==> src/rtl/cordic_pkg.sv <==
// Shared constants and helpers for the pipelined CORDIC rotator.
//
// Contents:
//   - quadrant codes for the top two phase bits
//   - atan32()     : atan(2^-i) scaled so that 2^32 is one full turn
//   - atan_const() : the same angle rounded to a zw-bit phase word
//   - cordic_latency() : accept-to-strobe_out latency in clocks
//
// Build option: CORDIC_GAIN_COMP_EN adds the 1/K output stage (one extra clock).
package cordic_pkg;

    // Top two bits of the phase word.
    localparam logic [1:0] QUAD_0_90    = 2'b00;
    localparam logic [1:0] QUAD_90_180  = 2'b01;
    localparam logic [1:0] QUAD_180_270 = 2'b10;
    localparam logic [1:0] QUAD_270_360 = 2'b11;

    // atan(2^-i) / (2*pi) * 2^32. Past i = 12 atan(x) equals x to far better
    // than 32-bit precision, so the angle is just 2^32 / (2*pi) / 2^i.
    function automatic logic [31:0] atan32(input int i);
        case (i)
            0:       atan32 = 32'h2000_0000;
            1:       atan32 = 32'h12E4_051E;
            2:       atan32 = 32'h09FB_385B;
            3:       atan32 = 32'h0511_11D4;
            4:       atan32 = 32'h028B_0D43;
            5:       atan32 = 32'h0145_D7E1;
            6:       atan32 = 32'h00A2_F61E;
            7:       atan32 = 32'h0051_7C55;
            8:       atan32 = 32'h0028_BE53;
            9:       atan32 = 32'h0014_5F2F;
            10:      atan32 = 32'h000A_2F98;
            11:      atan32 = 32'h0005_17CC;
            12:      atan32 = 32'h0002_8BE6;
            default: atan32 = 32'd683565276 >> i;
        endcase
    endfunction

    // Round-to-nearest reduction of the 32-bit angle down to zw bits.
    function automatic logic [31:0] atan_const(input int i, input int zw);
        logic [32:0] r;
        if (zw >= 32) return atan32(i);
        r = {1'b0, atan32(i)} + (33'd1 << (31 - zw));
        return 32'(r >> (32 - zw));
    endfunction

    // One pre-rotation register, one register per micro-rotation stage,
    // plus the optional gain-compensation register.
    function automatic int cordic_latency(input int stages);
`ifdef CORDIC_GAIN_COMP_EN
        return stages + 2;
`else
        return stages + 1;
`endif
    endfunction

endpackage

==> src/rtl/cordic_stage.sv <==
// One CORDIC micro-rotation stage (registered).
//
// Rotates (x, y) by +/- atan(2^-SHIFT) towards driving z to zero.
// Parameters: WIDTH  - datapath width of x/y (already includes guard bits)
//             ZWIDTH - phase width, wraps modulo 2^ZWIDTH
//             SHIFT  - stage index i (shift amount)
//             ATAN   - phase constant for this stage
// Ports:      clk, reset (sync, active-high)
//             valid_i/x_i/y_i/z_i - previous stage
//             valid_o/x_o/y_o/z_o - registered result
module cordic_stage
    import cordic_pkg::*;
#(
    parameter int                WIDTH  = 18,
    parameter int                ZWIDTH = 16,
    parameter int                SHIFT  = 0,
    parameter logic [ZWIDTH-1:0] ATAN   = '0
) (
    input  logic                     clk,
    input  logic                     reset,
    input  logic                     valid_i,
    input  logic signed [WIDTH-1:0]  x_i,
    input  logic signed [WIDTH-1:0]  y_i,
    input  logic        [ZWIDTH-1:0] z_i,
    output logic                     valid_o,
    output logic signed [WIDTH-1:0]  x_o,
    output logic signed [WIDTH-1:0]  y_o,
    output logic        [ZWIDTH-1:0] z_o
);

    logic signed [WIDTH-1:0]  x_sh, y_sh;
    logic signed [WIDTH-1:0]  x_d, y_d, x_q, y_q;
    logic        [ZWIDTH-1:0] z_d, z_q;
    logic                     valid_q;

    assign x_sh = x_i >>> SHIFT;
    assign y_sh = y_i >>> SHIFT;

    // Negative residual angle (sign bit set) means rotate clockwise.
    always_comb begin
        if (z_i[ZWIDTH-1]) begin
            x_d = x_i + y_sh;
            y_d = y_i - x_sh;
            z_d = z_i + ATAN;
        end else begin
            x_d = x_i - y_sh;
            y_d = y_i + x_sh;
            z_d = z_i - ATAN;
        end
    end

    always_ff @(posedge clk) begin
        if (reset) begin
            x_q     <= '0;
            y_q     <= '0;
            z_q     <= '0;
            valid_q <= 1'b0;
        end else begin
            x_q     <= x_d;
            y_q     <= y_d;
            z_q     <= z_d;
            valid_q <= valid_i;
        end
    end

    assign x_o     = x_q;
    assign y_o     = y_q;
    assign z_o     = z_q;
    assign valid_o = valid_q;

endmodule

==> src/rtl/cordic_rotator.sv <==
// Pipelined CORDIC rotator (digital mixer after the DDS phase accumulator).
//
// Rotates (xi, yi) by the angle zi (2^ZWIDTH = one turn). A quadrant
// pre-rotation register is followed by STAGES micro-rotation stages.
// Output carries the CORDIC gain K ~ 1.64676 unless CORDIC_GAIN_COMP_EN is
// defined, which adds a 1/K shift-add stage and one clock of latency.
//
// Ports: clk, reset (sync, active-high), enable, strobe_in (accept when both
//        high), xi/yi (WIDTH signed), zi (ZWIDTH phase),
//        xo/yo (WIDTH+2 signed), strobe_out (output valid).
// Free-running pipeline: no backpressure, one sample per clock, latency
// cordic_latency(STAGES). STAGES must be in 1..ZWIDTH-4.
module cordic_rotator
    import cordic_pkg::*;
#(
    parameter int WIDTH  = 16,
    parameter int ZWIDTH = 16,
    parameter int STAGES = 12
) (
    input  logic                    clk,
    input  logic                    reset,
    input  logic                    enable,
    input  logic                    strobe_in,
    input  logic signed [WIDTH-1:0] xi,
    input  logic signed [WIDTH-1:0] yi,
    input  logic       [ZWIDTH-1:0] zi,
    output logic signed [WIDTH+1:0] xo,
    output logic signed [WIDTH+1:0] yo,
    output logic                    strobe_out
);

    localparam int DW = WIDTH + 2;
    localparam logic [ZWIDTH-1:0] QUARTER = {2'b01, {(ZWIDTH-2){1'b0}}};

    // Two guard bits: one absorbs negating -2^(WIDTH-1), one absorbs gain K.
    logic signed [DW-1:0]     x_ext, y_ext, x0_d, y0_d, x0_q, y0_q;
    logic        [ZWIDTH-1:0] z0_d, z0_q;
    logic                     v0_q;

    assign x_ext = {{2{xi[WIDTH-1]}}, xi};
    assign y_ext = {{2{yi[WIDTH-1]}}, yi};

    // Fold the angle into [-90, +90) degrees so the micro-rotations converge.
    always_comb begin
        x0_d = x_ext;
        y0_d = y_ext;
        z0_d = zi;
        case (zi[ZWIDTH-1 -: 2])
            QUAD_90_180: begin
                x0_d = -y_ext;
                y0_d = x_ext;
                z0_d = zi - QUARTER;
            end
            QUAD_180_270: begin
                x0_d = y_ext;
                y0_d = -x_ext;
                z0_d = zi + QUARTER;
            end
            default: ;
        endcase
    end

    // Data registers load every clock; only the valid bit honours the accept.
    always_ff @(posedge clk) begin
        if (reset) begin
            x0_q <= '0;
            y0_q <= '0;
            z0_q <= '0;
            v0_q <= 1'b0;
        end else begin
            x0_q <= x0_d;
            y0_q <= y0_d;
            z0_q <= z0_d;
            v0_q <= enable && strobe_in;
        end
    end

    logic signed [DW-1:0]     xs [STAGES];
    logic signed [DW-1:0]     ys [STAGES];
    logic        [ZWIDTH-1:0] zs [STAGES];
    logic                     vs [STAGES];

    for (genvar i = 0; i < STAGES; i++) begin : g_stage
        logic signed [DW-1:0]     x_in, y_in;
        logic        [ZWIDTH-1:0] z_in;
        logic                     v_in;

        if (i == 0) begin : g_first
            assign x_in = x0_q;
            assign y_in = y0_q;
            assign z_in = z0_q;
            assign v_in = v0_q;
        end else begin : g_next
            assign x_in = xs[i-1];
            assign y_in = ys[i-1];
            assign z_in = zs[i-1];
            assign v_in = vs[i-1];
        end

        cordic_stage #(
            .WIDTH  (DW),
            .ZWIDTH (ZWIDTH),
            .SHIFT  (i),
            .ATAN   (ZWIDTH'(atan_const(i, ZWIDTH)))
        ) u_stage (
            .clk     (clk),
            .reset   (reset),
            .valid_i (v_in),
            .x_i     (x_in),
            .y_i     (y_in),
            .z_i     (z_in),
            .valid_o (vs[i]),
            .x_o     (xs[i]),
            .y_o     (ys[i]),
            .z_o     (zs[i])
        );
    end

    // The final residual angle zs[STAGES-1] is intentionally left unused.
`ifdef CORDIC_GAIN_COMP_EN
    // v * (1/2 + 1/8 - 1/64 - 1/512) = 0.607421875 * v, close to 1/K.
    function automatic logic signed [DW-1:0] inv_gain(input logic signed [DW-1:0] v);
        return (v >>> 1) + (v >>> 3) - (v >>> 6) - (v >>> 9);
    endfunction

    logic signed [DW-1:0] xo_q, yo_q;
    logic                 so_q;

    always_ff @(posedge clk) begin
        if (reset) begin
            xo_q <= '0;
            yo_q <= '0;
            so_q <= 1'b0;
        end else begin
            xo_q <= inv_gain(xs[STAGES-1]);
            yo_q <= inv_gain(ys[STAGES-1]);
            so_q <= vs[STAGES-1];
        end
    end

    assign xo         = xo_q;
    assign yo         = yo_q;
    assign strobe_out = so_q;
`else
    assign xo         = xs[STAGES-1];
    assign yo         = ys[STAGES-1];
    assign strobe_out = vs[STAGES-1];
`endif

endmodule

==> config.mk <==
export PLATFORM = sky130hd
export DESIGN_NAME = cordic_rotator
export DESIGN_NICKNAME = d
export VERILOG_FILES = /design/src/rtl/cordic_pkg.sv /design/src/rtl/cordic_stage.sv /design/src/rtl/cordic_rotator.sv
export SDC_FILE = /design/constraint.sdc
export NUM_CORES = 2
export LEC_CHECK = 0
export BUFFER_PORTS_ARGS = -buffer_cell sky130_fd_sc_hd__buf_2
export CAP_MARGIN = 30
export CORE_MARGIN = 1.5
export CORE_UTILIZATION = 35
export CTS_CLUSTER_SIZE = 28
export DETAILED_ROUTE_END_ITERATION = 10
export GPL_TIMING_DRIVEN = 0
export HOLD_SLACK_MARGIN = 0.15
export PLACE_DENSITY = 0.61
export SLEW_MARGIN = 30
export SYNTH_ARGS = -nofsm -noshare
export SYNTH_HDL_FRONTEND = slang
export SYNTH_HIERARCHICAL = 1
export SYNTH_SLANG_ARGS = --single-unit
==> constraint.sdc <==
create_clock -name clk -period 8.25 [get_ports clk]
set_input_delay 0.4125 -clock clk [delete_from_list [all_inputs] [get_ports clk]]
set_output_delay 0.4125 -clock clk [all_outputs]
set_load 0.005 [all_outputs]
After elaboration in Yosys (flattened, before gate mapping). Cells that the tools add are included.

Register bits after elaboration: 673. Bits of input ports: 52. Output and inout port bits: 37. Word-level logic and storage cells: 165.

Equal/unequal tests: 2. Muxes and demuxes: 38. Reductions and logical operators: 1. Add/subtract/negate cells: 73.

Operator list (count): 18-bit two-way mux (24); 16-bit two-way mux (11); 18-bit case mux with 2 select lines (2); 18-bit by 10-bit adder with 18-bit output (2); 18-bit by 11-bit adder with 18-bit output (2); 18-bit by 12-bit adder with 18-bit output (2); 18-bit by 13-bit adder with 18-bit output (2); 18-bit by 14-bit adder with 18-bit output (2); 18-bit by 15-bit adder with 18-bit output (2); 18-bit by 16-bit adder with 18-bit output (2); 18-bit by 17-bit adder with 18-bit output (2); 18-bit by 7-bit adder with 18-bit output (2); 18-bit by 8-bit adder with 18-bit output (2); 18-bit by 9-bit adder with 18-bit output (2); 16-bit negation with 18-bit output (2); 18-bit by 10-bit subtractor with 18-bit output (2); 18-bit by 11-bit subtractor with 18-bit output (2); 18-bit by 12-bit subtractor with 18-bit output (2); 18-bit by 13-bit subtractor with 18-bit output (2); 18-bit by 14-bit subtractor with 18-bit output (2); 18-bit by 15-bit subtractor with 18-bit output (2); 18-bit by 16-bit subtractor with 18-bit output (2); 18-bit by 17-bit subtractor with 18-bit output (2); 18-bit subtractor (2); other kinds (32) (35).

Logic depth before layout (Yosys ltp).
Depth after elaboration: 2. Depth in mapped cells: 15. Mapped depth without buffers: 15.

Cells and area by module. Netlist, hierarchy kept.

Modules (own cells, without submodules): cordic_stage at g_stage[0].u_stage (cells an instance 553, times used 1, area an instance 4410.5 µm²); cordic_stage at g_stage[2].u_stage (cells an instance 534, times used 1, area an instance 4367.9 µm²); cordic_stage at g_stage[6].u_stage (cells an instance 510, times used 1, area an instance 4182.8 µm²); cordic_stage at g_stage[4].u_stage (cells an instance 518, times used 1, area an instance 4181.5 µm²); cordic_stage at g_stage[1].u_stage (cells an instance 507, times used 1, area an instance 4154.0 µm²); cordic_stage at g_stage[3].u_stage (cells an instance 496, times used 1, area an instance 4134.0 µm²); cordic_stage at g_stage[11].u_stage (cells an instance 494, times used 1, area an instance 4105.2 µm²); cordic_stage at g_stage[5].u_stage (cells an instance 493, times used 1, area an instance 4105.2 µm²); cordic_stage at g_stage[7].u_stage (cells an instance 489, times used 1, area an instance 4080.2 µm²); cordic_stage at g_stage[8].u_stage (cells an instance 485, times used 1, area an instance 4043.9 µm²); cordic_stage at g_stage[10].u_stage (cells an instance 478, times used 1, area an instance 3961.3 µm²); cordic_stage at g_stage[9].u_stage (cells an instance 442, times used 1, area an instance 3823.7 µm²); cordic_rotator (cells an instance 320, times used 1, area an instance 2647.5 µm²).

Least setup slack after synthesis. Ideal clock, no wire load.

Path kind: reg-to-reg. From: register g_stage[2].u_stage.z_q[15]. To: register g_stage[3].u_stage.x_q[16]. Path buffers: 1. Stages on the path, launching flop included: 12. Required time: 8.129 ns. Period minus slack after synthesis: 3.293 ns. Path slack: 4.957 ns. Data arrival time: 3.172 ns. Cells stage by stage: dfxtp_1 > clkbuf_1 > inv_1 > o21ai_0 > xnor2_1 > ha_1 > a2111oi_0 > o21ai_0 > a21oi_1 > o21ai_1 > a211oi_1 > mux2_2.

Cells in the longest elaborated chain, start to end: 1.

RTL lines: from (decl) (RTL line cordic_stage.sv:33) `logic [ZWIDTH-1:0] z_d, z_q;`; from (signal assigned) (RTL line cordic_stage.sv:61) `z_q <= z_d;`; 18-bit two-way mux (RTL line cordic_stage.sv:41) `if (z_i[ZWIDTH-1]) begin`; to (signal assigned) (RTL line cordic_stage.sv:54) `x_q <= '0;`; to (signal assigned) (RTL line cordic_stage.sv:59) `x_q <= x_d;`; to (decl) (RTL line cordic_stage.sv:32) `logic signed [WIDTH-1:0] x_d, y_d, x_q, y_q;`.

Every way passes these cells. A chain may end at the register's enable or synchronous reset.

Final worst setup path. Same ends and word-level chain as after synthesis.

==> results.toml <==
[timing]
timing.fmax_mhz = 230
finalCriticalPeriod_ns = 4.35
skew_ns = 0.0579
rsz0062_at_grt = "false"
postLayoutSetupSlackWorst_ns = 3.90
relSlewSlack = 0.340
setup_tns_ns = 0
post-route-period-util = 0.527
hold_viol = 0
worst_slew_pin_slew_ns = 0.977
finalMaxSlewViolations = 0
setup-violations-final = 0

[floorplan]
die_h_um = 383
dieArea_sq_um = 147000
coreArea_sq_um = 143000
floorplan.initialDensity = 0.352
fp-row-count = 139
chipWidth_um = 383
io_pins = 89

[detailed_routing]
vias = 45100
routedWlPerCell_um = 17.5
drt-total-wl_mm = 146
ant_nets = 0
viasPerCell = 5.41
first_pass_iters = 6
drt_iter0_markers = 3028
drc = 0

[clocking]
cts_buffer_depth = 3
cts_sinks = 655
cts_tree = "yes"
path_clk_slew_ns = 0.06
post_cts_buffers = 0
cts_htree_levels = 3
numCtsBuffers = 77
clkLatencyLatePin_ns = 0.70
root_buffer = "clkbuf_16"

[critical_path]
path_class = "reg -> reg"
critPathRequiredTime_ns = 8.80
worstPathArrival_ns = 4.90
critPathMaxFanout = 18
start_kind = "flop"
cp-end-kind = "flop"

[layout]
final_cells = 8325
final_cell_mix = "nor2_1, dfxtp_1, ha_1"
num-fill-cells = 14600
syn_to_final_growth_pct = 12.2
diodes = 0
drive_above_1_share = 0.0635
fin_area_sq_um = 56700
final_common_cell = "nor2_1"
final_nets = 7049

[synth]
syn_avg_cell_area_sq_um = 8.22
yosysWarnings = 6
syn_nets = 6826
synthCells = 6139
netlist_area_sq_um = 50500

[global_route]
grt_use_total = 0.194
grt_max_degree = 38
grt_pass1_vias = 43600
grt_first_pass_wirelength_mm = 232
antenna_found_initial = 2
overflow = 0

[place]
dp_slack_ns = 4.01
placed_area_sq_um = 53300
placedCellCount = 8131
numPortBuffers = 88
dpl.hpwl_mm = 117
gp_congestion = 0.938

[worst_hold_path]
min_path_type = "in -> reg"

[job]
maxCapViolations = 0

[outcome]
status = "finished, final reports clean"
## what timing repair did
action                                  CTS  global route
hold buffers                             55             0
endpoints found under the hold margin    54             0
endpoints found under the setup margin    0             0
resized for setup                         0             0
## worst paths after layout
| kind | start | endpoint | slack, ns | cells after the start |
|---|---|---|---|---|
| setup / recovery | g_stage[2].u_stage/z_o[15]$_SDFF_PP0_ | g_stage[3].u_stage/x_o[16]$_SDFF_PP0_ | 3.90 | 11 |
| hold / removal | xi[7] | g_stage[0].y_in[7]$_SDFF_PP0_ | 0.20 | 3 |
| setup reg to reg | g_stage[2].u_stage/z_o[15]$_SDFF_PP0_ | g_stage[3].u_stage/x_o[16]$_SDFF_PP0_ | 3.90 | 11 |
| hold reg to reg | g_stage[5].u_stage/valid_o$_SDFF_PP0_ | g_stage[6].u_stage/valid_o$_SDFF_PP0_ | 0.42 | 1 |
## per-stage QoR
step / util / hold slack [ns]
final: 0.395 / 0.197
after global placement: 0.372 / 0.424
after floorplan: - / 0.414
after CTS: 0.395 / 0.164
after global routing: 0.395 / 0.211
after detailed placement: 0.372 / 0.423
## state kept, by name, indices dropped and copies added, names as in the netlist
| name | cells |
|---|---|
| g_stage.u_stage/valid_o | 12 |
| g_stage.u_stage/x_o | 215 |
| g_stage.u_stage/y_o | 216 |
| g_stage.u_stage/z_o | 159 |
| g_stage.v_in | 1 |
| g_stage.x_in | 18 |
| g_stage.y_in | 18 |
| g_stage.z_in | 16 |
## critical path, stage by stage (launching register included)
cell and delay (ns):
dfxtp_1 0.65, clkbuf_1 0.45, inv_1 0.46, o21ai_0 0.22, xnor2_1 0.15, ha_1 0.32
a2111oi_0 0.51, o21ai_0 0.25, a21oi_1 0.32, o21ai_1 0.20, a211oi_1 0.32, mux2_2 0.36
## area by class of cell
class | instances | area (sq um) | area share
Buffer | 178 | 733 | 0.0129
Clock buffer | 92 | 2040 | 0.0361
Inverter | 287 | 1080 | 0.0190
Multi-Input combinational cell | 5019 | 35600 | 0.628
Sequential cell | 655 | 13100 | 0.231
Clock inverter | 47 | 719 | 0.0127
Timing Repair Buffer | 144 | 1020 | 0.0181
Tap cell | 1903 | 2380 | 0.0420
## routing by layer
layer  routed length [um]  GRT usage  vias up
met5                    0          0        -
met4                 3760     0.0562        0
met3                 7010     0.0244      208
met2                66900      0.329     1105
met1                68100      0.258    21200
li1                     -          -    22500
Power is left out: the tool's default activity adds up to more than one toggle a clock period on the data nets, which glitch-free logic cannot reach.
